## src/rtl/fetch_instr_queue_if.sv

```systemverilog
// Bundle of the enqueue, dequeue, flush and occupancy signals of the fetch instruction queue.
// The queue itself sits on the slave side.
`timescale 1ns/1ps
interface fetch_instr_queue_if #(
    parameter int DEPTH  = 32,
    parameter int DATA_W = 32,
    parameter int PC_W   = 32,
    parameter int DEQ_W  = 2
);
    localparam int CW  = $clog2(DEPTH) + 1;
    localparam int DCW = $clog2(DEQ_W + 1);

    logic                          flush;
    logic                          enq_valid;
    logic                          enq_ready;
    logic [PC_W-1:0]               enq_pc;
    logic [DATA_W-1:0]             enq_inst;
    logic [DEQ_W-1:0]              deq_valid;
    logic [DEQ_W-1:0][PC_W-1:0]    deq_pc;
    logic [DEQ_W-1:0][DATA_W-1:0]  deq_inst;
    logic [DCW-1:0]                deq_cnt;
    logic [CW-1:0]                 count;
    logic                          full;
    logic                          empty;

    modport master (
        output flush, enq_valid, enq_pc, enq_inst, deq_cnt,
        input  enq_ready, deq_valid, deq_pc, deq_inst, count, full, empty
    );

    modport slave (
        input  flush, enq_valid, enq_pc, enq_inst, deq_cnt,
        output enq_ready, deq_valid, deq_pc, deq_inst, count, full, empty
    );
endinterface

```

## src/rtl/fetch_instr_queue.sv

```systemverilog
// Circular {pc, inst} buffer between imem responses and a DEQ_W-wide decode.
// Exposes the DEQ_W oldest entries each cycle; flush empties it in one cycle.
`timescale 1ns/1ps
module fetch_instr_queue #(
    parameter int DEPTH  = 32,
    parameter int DATA_W = 32,
    parameter int PC_W   = 32,
    parameter int DEQ_W  = 2
) (
    input  logic               clk,
    input  logic               rst,
    fetch_instr_queue_if.slave bus
);
    localparam int AW = $clog2(DEPTH);
    localparam int CW = AW + 1;

    typedef struct packed {
        logic [PC_W-1:0]   pc;
        logic [DATA_W-1:0] inst;
    } entry_t;

    entry_t                       mem [DEPTH];
    logic [AW-1:0]                head;
    logic [AW-1:0]                tail;
    logic [CW-1:0]                count;
    logic [CW-1:0]                req;
    logic [CW-1:0]                pop;
    logic                         full;
    logic                         enq_fire;
    logic [DEQ_W-1:0]             lane_vld;
    logic [DEQ_W-1:0][PC_W-1:0]   lane_pc;
    logic [DEQ_W-1:0][DATA_W-1:0] lane_inst;

    // Pop is clamped both to what is held and to the number of lanes, so a
    // consumer can never retire an entry it was not shown.
    always_comb begin
        req = CW'(bus.deq_cnt);
        if (req > CW'(DEQ_W)) req = CW'(DEQ_W);
        pop = (req > count) ? count : req;
    end

    assign full     = (count == CW'(DEPTH));
    assign enq_fire = bus.enq_valid && !full && !bus.flush;

    always_ff @(posedge clk or negedge rst) begin
        if (!rst) begin
            head  <= '0;
            tail  <= '0;
            count <= '0;
        end else if (bus.flush) begin
            head  <= '0;
            tail  <= '0;
            count <= '0;
        end else begin
            head  <= head + AW'(pop);
            tail  <= tail + AW'(enq_fire);
            count <= count + CW'(enq_fire) - pop;
        end
    end

    // Storage carries no reset; the pointers and count alone define what is live.
    always_ff @(posedge clk) begin
        if (enq_fire) mem[tail] <= '{pc: bus.enq_pc, inst: bus.enq_inst};
    end

    for (genvar k = 0; k < DEQ_W; k++) begin : g_lane
        logic [AW-1:0] idx;
        entry_t        ent;
        assign idx          = head + AW'(k);
        assign lane_vld[k]  = (count > CW'(k));
        assign ent          = lane_vld[k] ? mem[idx] : '0;
        assign lane_pc[k]   = ent.pc;
        assign lane_inst[k] = ent.inst;
    end

    assign bus.deq_valid = lane_vld;
    assign bus.deq_pc    = lane_pc;
    assign bus.deq_inst  = lane_inst;
    assign bus.count     = count;
    assign bus.full      = full;
    assign bus.empty     = (count == '0);
    assign bus.enq_ready = !full;
endmodule
```

## src/flat_wrapper.sv

```systemverilog
// flat-port wrapper written by rule: the top's interface ports become plain ports
module fetch_instr_queue_flat 
#(
    parameter int DEPTH  = 32,
    parameter int DATA_W = 32,
    parameter int PC_W   = 32,
    parameter int DEQ_W  = 2
)
  (clk, rst, bus_flush, bus_enq_valid, bus_enq_pc, bus_enq_inst, bus_deq_cnt, bus_enq_ready, bus_deq_valid, bus_deq_pc, bus_deq_inst, bus_count, bus_full, bus_empty);
  fetch_instr_queue_if #(.DEPTH(DEPTH), .DATA_W(DATA_W), .PC_W(PC_W), .DEQ_W(DEQ_W)) bus_i ();
  input  logic clk;
  input  logic rst;
  input wire logic [$bits(bus_i.flush)-1:0] bus_flush;
  input wire logic [$bits(bus_i.enq_valid)-1:0] bus_enq_valid;
  input wire logic [$bits(bus_i.enq_pc)-1:0] bus_enq_pc;
  input wire logic [$bits(bus_i.enq_inst)-1:0] bus_enq_inst;
  input wire logic [$bits(bus_i.deq_cnt)-1:0] bus_deq_cnt;
  output wire logic [$bits(bus_i.enq_ready)-1:0] bus_enq_ready;
  output wire logic [$bits(bus_i.deq_valid)-1:0] bus_deq_valid;
  output wire logic [$bits(bus_i.deq_pc)-1:0] bus_deq_pc;
  output wire logic [$bits(bus_i.deq_inst)-1:0] bus_deq_inst;
  output wire logic [$bits(bus_i.count)-1:0] bus_count;
  output wire logic [$bits(bus_i.full)-1:0] bus_full;
  output wire logic [$bits(bus_i.empty)-1:0] bus_empty;
  assign bus_i.flush = bus_flush;
  assign bus_i.enq_valid = bus_enq_valid;
  assign bus_i.enq_pc = bus_enq_pc;
  assign bus_i.enq_inst = bus_enq_inst;
  assign bus_i.deq_cnt = bus_deq_cnt;
  assign bus_enq_ready = bus_i.enq_ready;
  assign bus_deq_valid = bus_i.deq_valid;
  assign bus_deq_pc = bus_i.deq_pc;
  assign bus_deq_inst = bus_i.deq_inst;
  assign bus_count = bus_i.count;
  assign bus_full = bus_i.full;
  assign bus_empty = bus_i.empty;
  fetch_instr_queue #(.DEPTH(DEPTH), .DATA_W(DATA_W), .PC_W(PC_W), .DEQ_W(DEQ_W)) u_core (.clk(clk), .rst(rst), .bus(bus_i));
endmodule
```

## config.mk

```make
export PLATFORM = sky130hd
export DESIGN_NAME = fetch_instr_queue_flat
export DESIGN_NICKNAME = d
export VERILOG_FILES = /design/src/rtl/fetch_instr_queue_if.sv /design/src/rtl/fetch_instr_queue.sv /design/src/flat_wrapper.sv
export SDC_FILE = /design/constraint.sdc
export NUM_CORES = 2
export LEC_CHECK = 0
export BUFFER_PORTS_ARGS = -buffer_cell sky130_fd_sc_hd__buf_4
export CAP_MARGIN = 15
export CORE_ASPECT_RATIO = 0.9
export CORE_MARGIN = 3
export CORE_UTILIZATION = 40
export DETAILED_ROUTE_END_ITERATION = 8
export GPL_ROUTABILITY_DRIVEN = 0
export PLACE_DENSITY = 0.58
export SETUP_SLACK_MARGIN = 0.2
export SYNTH_ARGS = -nofsm -noshare
export SYNTH_HDL_FRONTEND = slang
export SYNTH_SLANG_ARGS = --single-unit
```

## constraint.sdc

```tcl
create_clock -name clk -period 9.4 [get_ports clk]
set_input_delay 0 -clock clk [delete_from_list [all_inputs] [get_ports clk]]
set_output_delay 0 -clock clk [all_outputs]
set_load 0.02 [all_outputs]
```

==> impl_metrics.ini <==
[routing]
drtIter0Drc = 5948
totalWireLength_um = 281000
viasPerCell = 6.333
wl_per_cell_um = 34.90
ant_nets = 0
remaining_drc_errors = 0
firstDrtPassIters = 7
vias = 50998

[global_routing]
grt_pass1_wl_um = 397200
grt_max_degree = 155
antenna_found_initial = 14
grt_usage_pct = 22.92
grt_pass1_vias = 52056
grt_remaining_overflow = 0

[place]
pre_cts_ws_ps = 3896
dpl-instance-area_mm2 = 0.1005
dp_hpwl_um = 150700
dpl.cell_count = 7582
port-buffer-count = 208

[logic_synthesis]
yosysTopAreaCell = edfxtp_1
synth-edff-count = 2048
netlist_instances = 4440
synthFlopType = edfxtp_1
ys_seq_elements = 2064
synth_top_cell_area_share_pct = 64.65
synth_top_family_by_area = multiplexers
synth_xor_area_share_pct = 0.1513
synth-seq-area-share_pct = 65.07
synth.distinct_cells = 49
yosysWarnings = 0
synth_compound_area_share_pct = 2.221
async_reset_ff_share_pct = 0.7752
synth_common_cells = 2048 x edfxtp_1, 1024 x mux4_2, 501 x mux2i_1
synth-simple-area-share_pct = 0.9759
synth_mux_area_share_pct = 29.53
syn_area_per_cell_um2 = 21.43
synth.most_common_cell = edfxtp_1
synthTopCellsByArea = edfxtp_1 65%, mux4_2 24%, mux2i_1 5.3%
syn-num-nets = 4531
synthAdderAreaFrac_pct = 0.2920
syn_area_mm2 = 0.09513

[sta]
clock_skew_ps = 55.25
worst_slack_ps = 3090
finalSetupTns_ps = 0
drv_slew = 0
finalHoldViolCount = 0
setup_viol_count_final = 0
slew_headroom_pct = 18.97
fin_hold_ws_ps = 104.0
max_slew.worst_pin.slew_ps = 1213
rsz0062_at_grt = false
fin_crit_sh_pct = 67.12
max_freq_mhz = 158.5
fin_crit_ps = 6310

[cells_and_area]
drive_gt1_share_pct = 35.05
nets = 4795
multi_input_area_mm2 = 0.03191
post-route-cell-area_mm2 = 0.1081
fillers = 19716
layout.cells.non_filler = 8053
area_delta_synth_final_pct = 13.63
ff_latch_area_mm2 = 0.06191
fin_util_pct = 45.77

[clock_tree]
path_clk_slew_ps = 60
htree_num_levels = 4
cts_sinks = 2064
clock_path_buffers = 3
cts_tree = built
clock_latency_ps = 850
tritoncts.num_buffers = 214
postCtsSetupRepairBufs = 0
cts-root-buf = clkbuf_16
ctsResizeCount = 0
ctsHoldBuffers = 69

[worst_setup_path]
crit_required_ps = 9400
cp_max_fo = 60
critPathKind = reg -> out
crit_top_cell = buf_4
worstSetupEndpointType = primary output
crit_path_start_kind = register
critPathBufInv = 5
critPathMaxStageDelay_ps = 860
critical-path-top-delay-family = buffers and inverters
cp_slowest_cell = buf_4
path_cells = buf_4 > buf_4 > buf_4 > buf_4 > mux4_2 > mux2i_1 > o22ai_1 > or2_1 > buf_4
cp.arrival_ps = 6310

[pwr]
ir_drop_mv = 0.3226
total_power_mw = 32.32
powerDensity_mw_per_mm2 = 299.0
p_leak_nw = 34.19

[floorplanning]
std_cell_rows = 169
die_w_um = 520.1
dieHeight_um = 468.6
core_area_mm2 = 0.2362
initial_core_util_pct = 40.28
io_pins = 209
die-area_mm2 = 0.2437

[job]
drv_cap = 0

[min_path]
min_path_type = in -> reg

[status]
status = complete, no violations
==> worst paths after layout <==
path | startpoint | to | slack (ps) | depth (start not counted)
worst min register to register | u_core.tail[1] | u_core.tail[3] | 680 | 3
min in group asynchronous | rst | u_core.head[0] | 470 | 3
worst min-delay path | bus_enq_pc[13] | u_core.mem[17][45] | 100 | 2
max in group asynchronous | rst | u_core.head[3] | 8210 | 3
worst max register to register | u_core.bus.count[2] | u_core.mem[3][32] | 4570 | 8
worst max-delay path | u_core.head[0] | bus_deq_pc[12] | 3090 | 9
==> worst reg2reg max path: stages, from the launching register on <==
cell and delay [ps]:
dfrtp_1 420, inv_1 80, ha_1 220, nand3_1 170, and3_1 420, nand3_1 700, nor2_4 1090, buf_4 810
buf_4 560
==> flip-flops by register name (all words and copies together) (netlist names) <==
name and count:
u_core.mem 2048, u_core.bus.count 6, u_core.head 5, u_core.tail 5
==> cell usage in the layout (no fill, tap or decap), types with 64 or more instances in the layout <==
cell type / instances
edfxtp_1: 2048
or2_1: 64
mux2i_1: 501
o22ai_1: 128
clkbuf_16: 218
mux4_2: 1024
dlygate4sd3_1: 69
buf_4: 311
==> layer usage <==
metal | track usage (%) | routed length [um] | vias to the layer above | part of all wire (%)
met5 | 0 | 59 | - | 0.021
met3 | 4.214 | 21470 | 405 | 7.6
met1 | 32.56 | 117900 | 28103 | 42
met2 | 36.85 | 134700 | 2365 | 48
met4 | 5.661 | 6878 | 8 | 2.4
li1 | - | - | 20117 | -
==> where the power goes <==
group / leakage (nW) / internal, mW / switching [mW]
sequential: 18.6 / 10.2 / 0.149
clock: 3.37 / 4.81 / 3.61
combinational: 12.2 / 6.14 / 7.42
==> cell families (layout without fill, tap and decap cells) <==
| family | count (synthesis) | in the layout |
|---|---|---|
| other cells | 0 | 8 |
| flops | 2064 | 2064 |
| fa+ha+maj | 21 | 21 |
| buf+inv | 361 | 803 |
| xor+xnor | 13 | 13 |
| simple gates | 172 | 172 |
| compound gates | 283 | 283 |
| mux | 1526 | 1526 |
==> final cells by class <==
type                    instances  area share (%)
diodes                          8         0.01852
clock buffers                 255           5.175
clock inverters               139           1.233
inverters                      15         0.05672
multi-input cells            2015           29.52
flip-flops and latches       2064           57.28
well taps                    3163           3.661
repair buffers                394           3.058
No activity file was read; power rests on OpenSTA's default activity.
